--- src/rtl/conversor_bin_bcd_seq.sv ---
// Iterative binary-to-BCD converter (shift-and-add-3), one input bit per clock.
// Produces four registered BCD digits with a start/busy/done handshake.
module conversor_bin_bcd_seq #(
    parameter int N      = 10,
    parameter int DIGITS = 4
) (
    input  logic         clk,
    input  logic         rst_n,
    input  logic         start,
    input  logic [N-1:0] input_bin,
    output logic         busy,
    output logic         done,
    output logic [3:0]   bcd_u,
    output logic [3:0]   bcd_d,
    output logic [3:0]   bcd_c,
    output logic [3:0]   bcd_m
);

    localparam int CNT_W = $clog2(N + 1);

    if (N < 1 || N > 13) begin : g_bad_n
        $error("conversor_bin_bcd_seq: N=%0d outside supported range 1..13", N);
    end
    if (DIGITS != 4 || (10 ** DIGITS) <= ((2 ** N) - 1)) begin : g_bad_digits
        $error("conversor_bin_bcd_seq: DIGITS=%0d cannot hold a %0d-bit value", DIGITS, N);
    end

    typedef enum logic [1:0] {
        IDLE  = 2'd0,
        SHIFT = 2'd1,
        DONE  = 2'd2
    } state_t;

    state_t             state_q, state_d;
    logic [N-1:0]       bin_sr_q, bin_sr_d;
    logic [15:0]        scratch_q, scratch_d;
    logic [CNT_W-1:0]   cnt_q, cnt_d;
    logic [15:0]        bcd_q, bcd_d_w;
    logic [15:0]        adj;
    logic [N+15:0]      shifted;

    always_comb begin
        state_d   = state_q;
        bin_sr_d  = bin_sr_q;
        scratch_d = scratch_q;
        cnt_d     = cnt_q;
        bcd_d_w   = bcd_q;
        adj       = scratch_q;

        // Digits are corrected independently; no carry crosses a digit boundary.
        for (int i = 0; i < 4; i++) begin
            if (scratch_q[4*i +: 4] >= 4'd5) begin
                adj[4*i +: 4] = 4'(scratch_q[4*i +: 4] + 4'd3);
            end
        end
        shifted = {adj, bin_sr_q} << 1;

        case (state_q)
            IDLE: begin
                if (start) begin
                    bin_sr_d  = input_bin;
                    scratch_d = '0;
                    cnt_d     = CNT_W'(N);
                    state_d   = SHIFT;
                end
            end
            SHIFT: begin
                scratch_d = shifted[N+15:N];
                bin_sr_d  = shifted[N-1:0];
                cnt_d     = cnt_q - CNT_W'(1);
                if (cnt_q == CNT_W'(1)) begin
                    // Result is published on the same edge that enters DONE.
                    bcd_d_w = shifted[N+15:N];
                    state_d = DONE;
                end
            end
            DONE: begin
                state_d = IDLE;
            end
            default: begin
                state_d = IDLE;
            end
        endcase
    end

    always_ff @(posedge clk or negedge rst_n) begin
        if (!rst_n) begin
            state_q   <= IDLE;
            bin_sr_q  <= '0;
            scratch_q <= '0;
            cnt_q     <= '0;
            bcd_q     <= '0;
        end else begin
            state_q   <= state_d;
            bin_sr_q  <= bin_sr_d;
            scratch_q <= scratch_d;
            cnt_q     <= cnt_d;
            bcd_q     <= bcd_d_w;
        end
    end

    assign busy  = (state_q == SHIFT);
    assign done  = (state_q == DONE);
    assign bcd_m = bcd_q[15:12];
    assign bcd_c = bcd_q[11:8];
    assign bcd_d = bcd_q[7:4];
    assign bcd_u = bcd_q[3:0];

endmodule

--- config.mk ---
export PLATFORM = sky130hd
export DESIGN_NAME = conversor_bin_bcd_seq
export DESIGN_NICKNAME = d
export VERILOG_FILES = /design/src/rtl/conversor_bin_bcd_seq.sv
export SDC_FILE = /design/constraint.sdc
export NUM_CORES = 1
export LEC_CHECK = 0
export CAP_MARGIN = 20
export CELL_PAD_IN_SITES_DETAIL_PLACEMENT = 0
export CELL_PAD_IN_SITES_GLOBAL_PLACEMENT = 1
export CORE_MARGIN = 5
export CORE_UTILIZATION = 32
export CTS_CLUSTER_SIZE = 40
export DETAILED_ROUTE_END_ITERATION = 6
export GPL_TIMING_DRIVEN = 0
export PLACE_DENSITY = 0.65
export REMOVE_ABC_BUFFERS = 1
export SLEW_MARGIN = 5
export SYNTH_ARGS = -nofsm -noshare
export SYNTH_HDL_FRONTEND = slang
export SYNTH_SLANG_ARGS = --single-unit
--- constraint.sdc ---
create_clock -name clk -period 3.65 [get_ports clk]
set_input_delay 0.365 -clock clk [delete_from_list [all_inputs] [get_ports clk]]
set_output_delay 0.365 -clock clk [all_outputs]
set_load 0.005 [all_outputs]
==> Yosys cells after proc, flatten, opt, wreduce, memory -nomap -nowiden <==
Cells that the tools add are included.
{ "totals": {"register_bits": 48, "input_bits": 13, "output_inout_bits": 18, "wordCells": 37} }
{ "op_classes": {"n_addsub": 5, "magnitude_cmp": 4, "eq_ne": 5, "n_mux": 13, "reduce_logical": 5} }
{ "op_table": {"columns": ["op", "count"], "rows": [
  ["$pmux 16 s2", 1],
  ["$pmux 10 s2", 1],
  ["$ge 4x3->1 const B", 4],
  ["$mux 16", 1],
  ["$mux 4", 4],
  ["$add 4x2->4 const B", 3],
  ["$mux 10", 1],
  ["$pmux 4 s2", 1],
  ["$reduce_and 2->1", 3],
  ["$eq 4x1->1 const B", 1],
  ["$mux 2", 2],
  ["$pmux 2 s2", 1],
  ["$sub 4x1->4 const B", 1],
  ["$add 3x2->3 const B", 1],
  ["$mux 3", 1],
  ["$eq 2x1->1 const B", 1],
  ["$eq 2x2->1 const B", 1],
  ["$logic_not 2->1", 1],
  ["$ne 2x1->1 const B", 1],
  ["$ne 2x2->1 const B", 1],
  ["$reduce_bool 2->1", 1]
]} }

==> Longest topological paths before layout <==
{ "logic_depth": {"word_depth": 3, "depth_mapped": 7, "ltp_nobuf": 6} }

==> Worst setup path after synthesis <==
No wires, ideal clock.
{ "synth_path": {"path_kind": "reg-to-reg", "from": "reg scratch_q[4]", "to": "reg scratch_q[6]", "setup_ns": 0.083, "arrival_time_ns": 1.426, "required_time_ns": 3.567, "setup_slack_ns": 2.141, "stages_incl_launch_ff": 7, "path_buffers": 0, "period_less_slack_ns": 1.509, "cell_sequence": "dfrtp_1 inv_1 ha_1 nand2b_1 a21oi_1 mux2_2 o21ai_0"} }
{ "synth_via": {"elab_chain_cells": 3, "elab_cells_between_ends": 4, "cone_classes": "add/sub (1); order compare (1); mux (2)"} }
{ "synth_rtl": {"columns": ["item", "line_no", "source"], "rows": [
  ["from (decl)", "36", "logic [15:0] scratch_q, scratch_d;"],
  ["from (signal assigned)", "96", "scratch_q <= scratch_d;"],
  ["$add 4x2->4 / $ge 4x3->1 (equally long branches)", "53, 52", null],
  ["$mux 4 (*)", "52", "if (scratch_q[4*i +: 4] >= 4'd5) begin"],
  ["$pmux 16 s2 (*)", "58", "case (state_q)"]
]} }
Every way passes the cells marked *; elsewhere a longest branch is shown, timed or not.
A chain may end at the register's enable or synchronous reset.

==> Worst setup path in the final report <==
{ "layout_path": {"from": "reg state_q[0]", "to": "out busy"} }
{ "layout_via": {"elab_chain_cells": 1} }
{ "layout_rtl": {"columns": ["item", "line_no", "source"], "rows": [
  ["from (decl)", "34", "state_t state_q, state_d;"],
  ["from (signal assigned)", "94", "state_q <= state_d;"],
  ["$eq 2x1->1", "102", "assign busy = (state_q == SHIFT);"],
  ["to (decl)", "11", "output logic busy,"]
]} }
No other way between the ends.

==> impl_results.html <==
<table>
<tr><th>Metric</th><th>Value</th></tr>
<tr><th colspan="2">Outcome</th></tr>
<tr><td>Run status</td><td>complete, no violations</td></tr>
<tr><th colspan="2">Yosys</th></tr>
<tr><td>Most frequent cell after synthesis</td><td>sky130_fd_sc_hd__dfrtp_1</td></tr>
<tr><td>Seq/Total Area, Yosys</td><td>about half</td></tr>
<tr><td>Average cell area after synthesis</td><td>10.0 µm²</td></tr>
<tr><td>Instance count of the mapped netlist</td><td>approximately 240</td></tr>
<tr><td>Number of distinct standard cells referenced by the synthesized netlist</td><td>30</td></tr>
<tr><td>Most frequent cells after synthesis</td><td>sky130_fd_sc_hd__dfrtp_1 (48), sky130_fd_sc_hd__o21ai_0 (36), sky130_fd_sc_hd__nand2_1 (28)</td></tr>
<tr><td>Proportion of register bits with asynchronous set or reset after synthesis</td><td>100%</td></tr>
<tr><td>Warnings from Yosys</td><td>0</td></tr>
<tr><td>Share of the synthesized area in the top cell type</td><td>50.4%</td></tr>
<tr><td>Biggest area contributors in the synthesized netlist</td><td>sky130_fd_sc_hd__dfrtp_1 (50%), sky130_fd_sc_hd__o21ai_0 (7.6%), sky130_fd_sc_hd__ha_1 (5.3%)</td></tr>
<tr><td>Count of flip-flops with a built-in enable after synthesis</td><td>0</td></tr>
<tr><td>Leading area contributor after synthesis</td><td>sky130_fd_sc_hd__dfrtp_1</td></tr>
<tr><td>Post-synthesis instance area</td><td>2380 µm²</td></tr>
<tr><td>Number of register bits inferred by synthesis</td><td>48</td></tr>
<tr><td>Main synth FF type</td><td>sky130_fd_sc_hd__dfrtp_1</td></tr>
<tr><th colspan="2">Clock tree</th></tr>
<tr><td>Number of buffers inserted to repair setup after CTS</td><td>0</td></tr>
<tr><td>Maximum clock insertion buffer count</td><td>2</td></tr>
<tr><td>CTS hold repair buffers</td><td>0</td></tr>
<tr><td>CTS resizes</td><td>0</td></tr>
<tr><td># H-tree levels</td><td>2</td></tr>
<tr><td>Clock latency on the worst-skew pair</td><td>0.30 ns</td></tr>
<tr><td>CTS clock-pin slew for the worst setup and hold paths</td><td>0.09 ns</td></tr>
<tr><td>Count of clock tree sinks</td><td>48</td></tr>
<tr><td>CTS tree</td><td>done</td></tr>
<tr><td>Num CTS Buffers</td><td>5</td></tr>
<tr><td>Cell at the root of the clock tree</td><td>sky130_fd_sc_hd__clkbuf_8</td></tr>
<tr><th colspan="2">Critical path</th></tr>
<tr><td>Crit path capture type</td><td>output port</td></tr>
<tr><td>Critical setup path kind</td><td>register to output port</td></tr>
<tr><td>Sequence of cells on the critical path</td><td>nand2b_1, inv_2, clkdlybuf4s50_1</td></tr>
<tr><td>WP data required</td><td>3.28 ns</td></tr>
<tr><td>Kind of cell adding the most delay to the critical path</td><td>buffers and inverters</td></tr>
<tr><td>Buffers and inverters on the worst path</td><td>2</td></tr>
<tr><td>Slowest stage cell on the critical path</td><td>sky130_fd_sc_hd__dfrtp_1</td></tr>
<tr><td>Maximum net fanout on the critical path</td><td>21</td></tr>
<tr><td>Largest stage delay, worst path</td><td>0.65 ns</td></tr>
<tr><td>Kind of launch point of the worst setup path</td><td>register</td></tr>
<tr><td>Worst EP arrival</td><td>2.56 ns</td></tr>
<tr><th colspan="2">Floorplan</th></tr>
<tr><td>Site Rows</td><td>31</td></tr>
<tr><td>Chip Height</td><td>96.3 µm</td></tr>
<tr><td>Initial Utilization</td><td>32.8%</td></tr>
<tr><td>Die area</td><td>9270 µm²</td></tr>
<tr><td>Total core area</td><td>7250 µm²</td></tr>
<tr><td>Floorplan die width</td><td>96.3 µm</td></tr>
<tr><td>Io pins</td><td>31</td></tr>
<tr><th colspan="2">Timing</th></tr>
<tr><td>Max frequency</td><td>0.342 GHz</td></tr>
<tr><td>Hold Violations, Final</td><td>0</td></tr>
<tr><td>Worst hold slack after final layout</td><td>0.0105 ns</td></tr>
<tr><td>Max-slew headroom</td><td>48.6%</td></tr>
<tr><td>RSZ-0062 raised after global routing</td><td>false</td></tr>
<tr><td>Post-layout min period</td><td>2.93 ns</td></tr>
<tr><td>Final clock period utilization by the worst path</td><td>80.2%</td></tr>
<tr><td>Maximum clock skew at final layout</td><td>0.00777 ns</td></tr>
<tr><td>Total of endpoints with negative setup slack in the final report</td><td>0</td></tr>
<tr><td>Measured slew at the worst slew-check pin</td><td>0.770 ns</td></tr>
<tr><td>Final-report max-slew violation count</td><td>0</td></tr>
<tr><td>TNS Setup</td><td>0 ns</td></tr>
<tr><th colspan="2">Power</th></tr>
<tr><td>Pwr/cell area</td><td>818 nW/µm²</td></tr>
<tr><td>Leakage power summed over all cells</td><td>0.00120 µW</td></tr>
<tr><td>Worst supply voltage drop on vdd</td><td>0.300 mV</td></tr>
<tr><th colspan="2">Route</th></tr>
<tr><td>Total wire length</td><td>5040 µm</td></tr>
<tr><td>First-pass detailed-route iteration total</td><td>4</td></tr>
<tr><td>Drt via density</td><td>~4.8</td></tr>
<tr><td>Total DRC errors in the routed layout</td><td>0</td></tr>
<tr><td>Via count of the routed design</td><td>1756</td></tr>
<tr><td>Violation count after the first detailed-routing iteration</td><td>42</td></tr>
<tr><td>Routed Antenna Nets</td><td>0</td></tr>
<tr><td>Routed wire per std cell</td><td>13.8 µm</td></tr>
<tr><th colspan="2">Cells and area</th></tr>
<tr><td>FILL cells</td><td>~740</td></tr>
<tr><td>Net count, final</td><td>289</td></tr>
<tr><td>Proportion of layout cells with a drive suffix above 1</td><td>12.4%</td></tr>
<tr><td>N_diodes</td><td>0</td></tr>
<tr><td>Synthesis-to-layout area growth</td><td>20.2%</td></tr>
<tr><th colspan="2">Global routing</th></tr>
<tr><td>Overflow left after global routing</td><td>0</td></tr>
<tr><td>Pin count of the biggest net entering global routing</td><td>30</td></tr>
<tr><td>Vias in the first global route</td><td>1786</td></tr>
<tr><td>Gr usage total</td><td>a little under an eighth</td></tr>
<tr><td>Antenna violations before repair</td><td>0</td></tr>
<tr><td>Wire length of the first global-routing pass</td><td>8690 µm</td></tr>
<tr><th colspan="2">Place</th></tr>
<tr><td>Routability cong.</td><td>0.722</td></tr>
<tr><td>DP HPWL</td><td>3390 µm</td></tr>
<tr><td>Port bufs</td><td>30</td></tr>
<tr><th colspan="2">Flow run</th></tr>
<tr><td>Count of maximum capacitance violations</td><td>0</td></tr>
<tr><th colspan="2">Hold path</th></tr>
<tr><td>Class of the worst hold path</td><td>input port to async pin</td></tr>
</table>
[cell type report]
type / instances / area, µm² / area share [%]
inverters: 12 / 45.0 / 1.57
clock buffers: 5 / 68.8 / 2.40
clock inverters: 3 / 18.8 / 0.656
flip-flops and latches: 48 / 1200 / 42.0
multi-input cells: 167 / 1070 / 37.5
repair buffers: 32 / 330 / 11.5
well taps: 99 / 124 / 4.33
[worst register-to-register path: cells and delay by family, from the launching register on]
kind / cells / cell delay [ns]
AND/OR/NAND/NOR: 2 / 1.05
flip-flops: 1 / 0.65
buffers and inverters: 1 / 0.34
multiplexers: 1 / 0.33
[logic make-up (layout without fill, tap and decap cells)]
group | after synthesis | in the layout | share of synthesized area (%)
and+or+nand+nor | 62 | 62 | 14.5
DFF | 48 | 48 | 50.4
muxes | 6 | 6 | 2.94
adders and majority gates | 10 | 10 | 5.25
buffers and inverters | 23 | 52 | 4.57
AOI/OAI and AO/OA | 85 | 85 | 20.9
xor gates and xnor gates | 4 | 4 | 1.47
[placed cells by master, fill, tap and decap left out, types with 2 or more instances in the layout]
cell type                         instances
sky130_fd_sc_hd__mux2_2                   4
sky130_fd_sc_hd__nor3b_1                  3
sky130_fd_sc_hd__ha_1                    10
sky130_fd_sc_hd__a31oi_1                  4
sky130_fd_sc_hd__o21ai_0                 36
sky130_fd_sc_hd__a22oi_1                 10
sky130_fd_sc_hd__o21ai_2                  8
sky130_fd_sc_hd__clkdlybuf4s50_1         29
sky130_fd_sc_hd__a21oi_1                 23
sky130_fd_sc_hd__or3b_2                   4
sky130_fd_sc_hd__clkinv_2                 2
sky130_fd_sc_hd__nor3_1                   5
sky130_fd_sc_hd__nand2_1                 28
sky130_fd_sc_hd__inv_1                   11
sky130_fd_sc_hd__nand2b_1                 6
sky130_fd_sc_hd__clkbuf_8                 5
sky130_fd_sc_hd__xnor2_1                  4
sky130_fd_sc_hd__dfrtp_1                 48
sky130_fd_sc_hd__nor2b_1                 13
[state kept, by name, indices dropped and copies added, names as in the netlist]
name	count
state_q	2
bcd_q	16
scratch_q	16
bin_sr_q	10
cnt_q	4
[per-stage QoR]
step           power [µW]  util (%)  setup slack [ns]  area, µm²  instances
3_5_place_dp         2060      38.3             0.962       2780        358
6_report             2340      39.5             0.723       2860        366
4_1_cts              2390      39.5             0.631       2860        366
2_1_floorplan        1640         -              1.80       2320        227
5_1_grt              2580      39.5             0.437       2860        366
3_3_place_gp         2030      37.8             0.671       2740        356
[power by group]
group / total [µW] / internal, µW / switching, µW
Sequential: 970 / 765 / 205
Clock: 316 / 134 / 182
Combinational: 1050 / 524 / 531
Total: 2340 / 1420 / 918
[per-layer routing]
metal / vias up / wire length (µm) / global-route usage [%]
met4: 0 / 59 / 3.55
met5: - / 0 / 0
met1: 835 / 2530 / 16.4
met2: 29 / 2200 / 18.7
met3: 8 / 247 / 2.66
li1: 884 / - / -
[path summary, 6_finish.rpt]
check | from | endpoint | slack, ns | depth (start not counted)
setup / recovery | state_q[0]$_DFFE_PN0P_ | busy | 0.72 | 3
hold / removal | rst_n | bin_sr_q[0]$_DFFE_PN0P_ | 0.01 | 1
setup reg to reg | state_q[1]$_DFFE_PN0P_ | bcd_q[0]$_DFFE_PN0P_ | 1.17 | 4
hold reg to reg | bcd_q[5]$_DFFE_PN0P_ | bcd_q[5]$_DFFE_PN0P_ | 0.49 | 2
max in group asynchronous | rst_n | bcd_q[5]$_DFFE_PN0P_ | 3.11 | 2
min in group clk | bcd_q[5]$_DFFE_PN0P_ | bcd_q[5]$_DFFE_PN0P_ | 0.49 | 2
Power figures use the tool's default switching activity.
==> edit, RTL diff (same flow settings) <==
Encoding of `state_t`: now one-hot (3 bits for 3 states).
--- a/src/rtl/conversor_bin_bcd_seq.sv
+++ b/src/rtl/conversor_bin_bcd_seq.sv
@@ -27,6 +27,6 @@
 
-    typedef enum logic [1:0] {
-        IDLE  = 2'd0,
-        SHIFT = 2'd1,
-        DONE  = 2'd2
+    typedef enum logic [2:0] {
+        IDLE  = 3'b001,
+        SHIFT = 3'b010,
+        DONE  = 3'b100
     } state_t;
Check against the original RTL: same outputs for any inputs over 10 cycles, from zero or initial values and one cycle with rst_n low; not proved beyond that.
==> edit against the original RTL <==
Critical path depth up 1; setup slack better by 0.18 ns; sequential cell count is 1 higher; critical path type unchanged; largest cell class unchanged; via count is 6.8% lower; synthesized area shrank 4.0%; routed wire length shrank 7.2%; count of clock-buffer cells in the layout increased by 2; first-iteration DRC count rose by 67%; final area decreased by 2.8%; sequential share of layout area increased by 2.2 points; the run now ends with hold timing left.
Power is not compared: it rests on default switching activity, and its combinational part moved more than twofold at a synthesized area within 25%.
==> edit: results (changes against the original RTL) <==
slew at the pin closest to its max-slew limit 0.5227 ns (-0.2476 ns); clock skew 0.007816 ns (+0.00004096 ns); Vias/cell 4.728 (-1.4%); outcome finished, violations left; fill count 722 (-2.0%); Placer Congestion 0.7484 (+3.6%); I/O Buffers 30 (unchanged); # H-tree levels 2 (unchanged); Max stage delay on crit path 0.59 ns (-0.06 ns); Syn Area/Cell 10.34 um2 (+3.4%); Net count, final 272 (-5.9%); vias in the first global route 1,636 (-8.4%); fraction of layout cells with a size suffix above 1 9.600% (-2.8 points); Post-synth top flop dfrtp_1; YS warnings 0 (unchanged); first-pass GRT wire length 7838 um (-9.8%); Critical Path AT 2.38 ns (-0.18 ns); pre-CTS setup slack 0.8302 ns (-0.1319 ns); final hold vios 7 (+7); Worst Path Max Fanout 23 (+9.5%); commonest cells in the netlist 48 x dfrtp_1, 34 x nand2_1, 18 x o21ai_0; Cell variety after synth 32 (+6.7%); DR iter-0 viols 70 (+67%); post-route insts no fill 346 (-5.5%); CP max-delay cell or3b_1; clock share of power 23.1%; top post-synthesis cells by area dfrtp_1 53%, nand2_1 5.6%, ha_1 5.5%; DP HPWL 3143 um (-7.4%); failing checks hold timing; post-synthesis sequential area ratio 53.69% (+3.2 points); Comb group ~0.45 mW; First-pass DRT Iterations 4 (unchanged); Placed Instances 337 (-5.9%); hold slack -0.01260 ns (-0.02311 ns); Setup Fix Bufs, Post-CTS 0 (unchanged); pin count of the biggest net entering global routing 34 (+13%); overall routing resource usage 11.17% (-0.79 points); drt wl/cell 13.53 um (-1.8%)
[edit: cell count changes after synthesis, sizes merged, moves of 5 or more]
cell   change
a21oi     -11
nor2      +10
o22ai      +6
o21ai     -24
a22oi      -9
nor2b     -13
nor3b      +5
a31oi      +5
nand2      +7
[edit: kinds of logic after synthesis]
logic type / synth area share, %
buffers and inverters: 5.091
adder cells (fa/ha/maj): 5.473
AND/OR/NAND/NOR: 15.05
flip-flops: 53.69
multiplexers: 3.831
AO/OA/AOI/OAI: 15.33
XOR/XNOR: 1.532
[edit: area by class of cell]
cell class | count | area share [%]
multi-input combinational | 148 | 33.86
tap | 96 | 4.317
timing repair buffer | 32 | 12.32
inverter | 13 | 1.754
clock buffer | 7 | 3.462
sequential | 49 | 44.11
clock inverter | 1 | 0.1799
[edit: worst max-delay path, delay by kind of cell (launching register included)]
kind,cells,cell delay (ns)
buf+inv,3,1.08
simple gates,1,0.59
flops,1,0.41
[edit: layer usage]
metal / GRT usage, % / part of all wire (%)
met5: 0 / 0
met1: 14.91 / 49
met3: 2.789 / 3.6
met2: 18.14 / 46
met4: 2.885 / 0.77
[edit: worst paths after layout]
kind	from	to	slack [ns]	depth (start not counted)
min in group clk	bcd_q[7]	bcd_q[7]	0.48	2
max	state_q[2]	busy	0.90	4
min reg2reg	bcd_q[7]	bcd_q[7]	0.48	2
max reg2reg	state_q[2]	bcd_q[14]	1.09	6
min	rst_n	bcd_q[7]	-0.01	1
max in group asynchronous	rst_n	state_q[0]	3.07	2
[edit: through the flow]
step	util (%)	instance area, um2	hold slack (ns)
final	40.51	2783	-0.01260
after floorplan	-	2218	0.06941
after global placement	38.42	2639	0.4593
after CTS	40.11	2755	0.004138
after detailed placement	38.63	2654	0.3406
after global routing	40.51	2783	0.01413
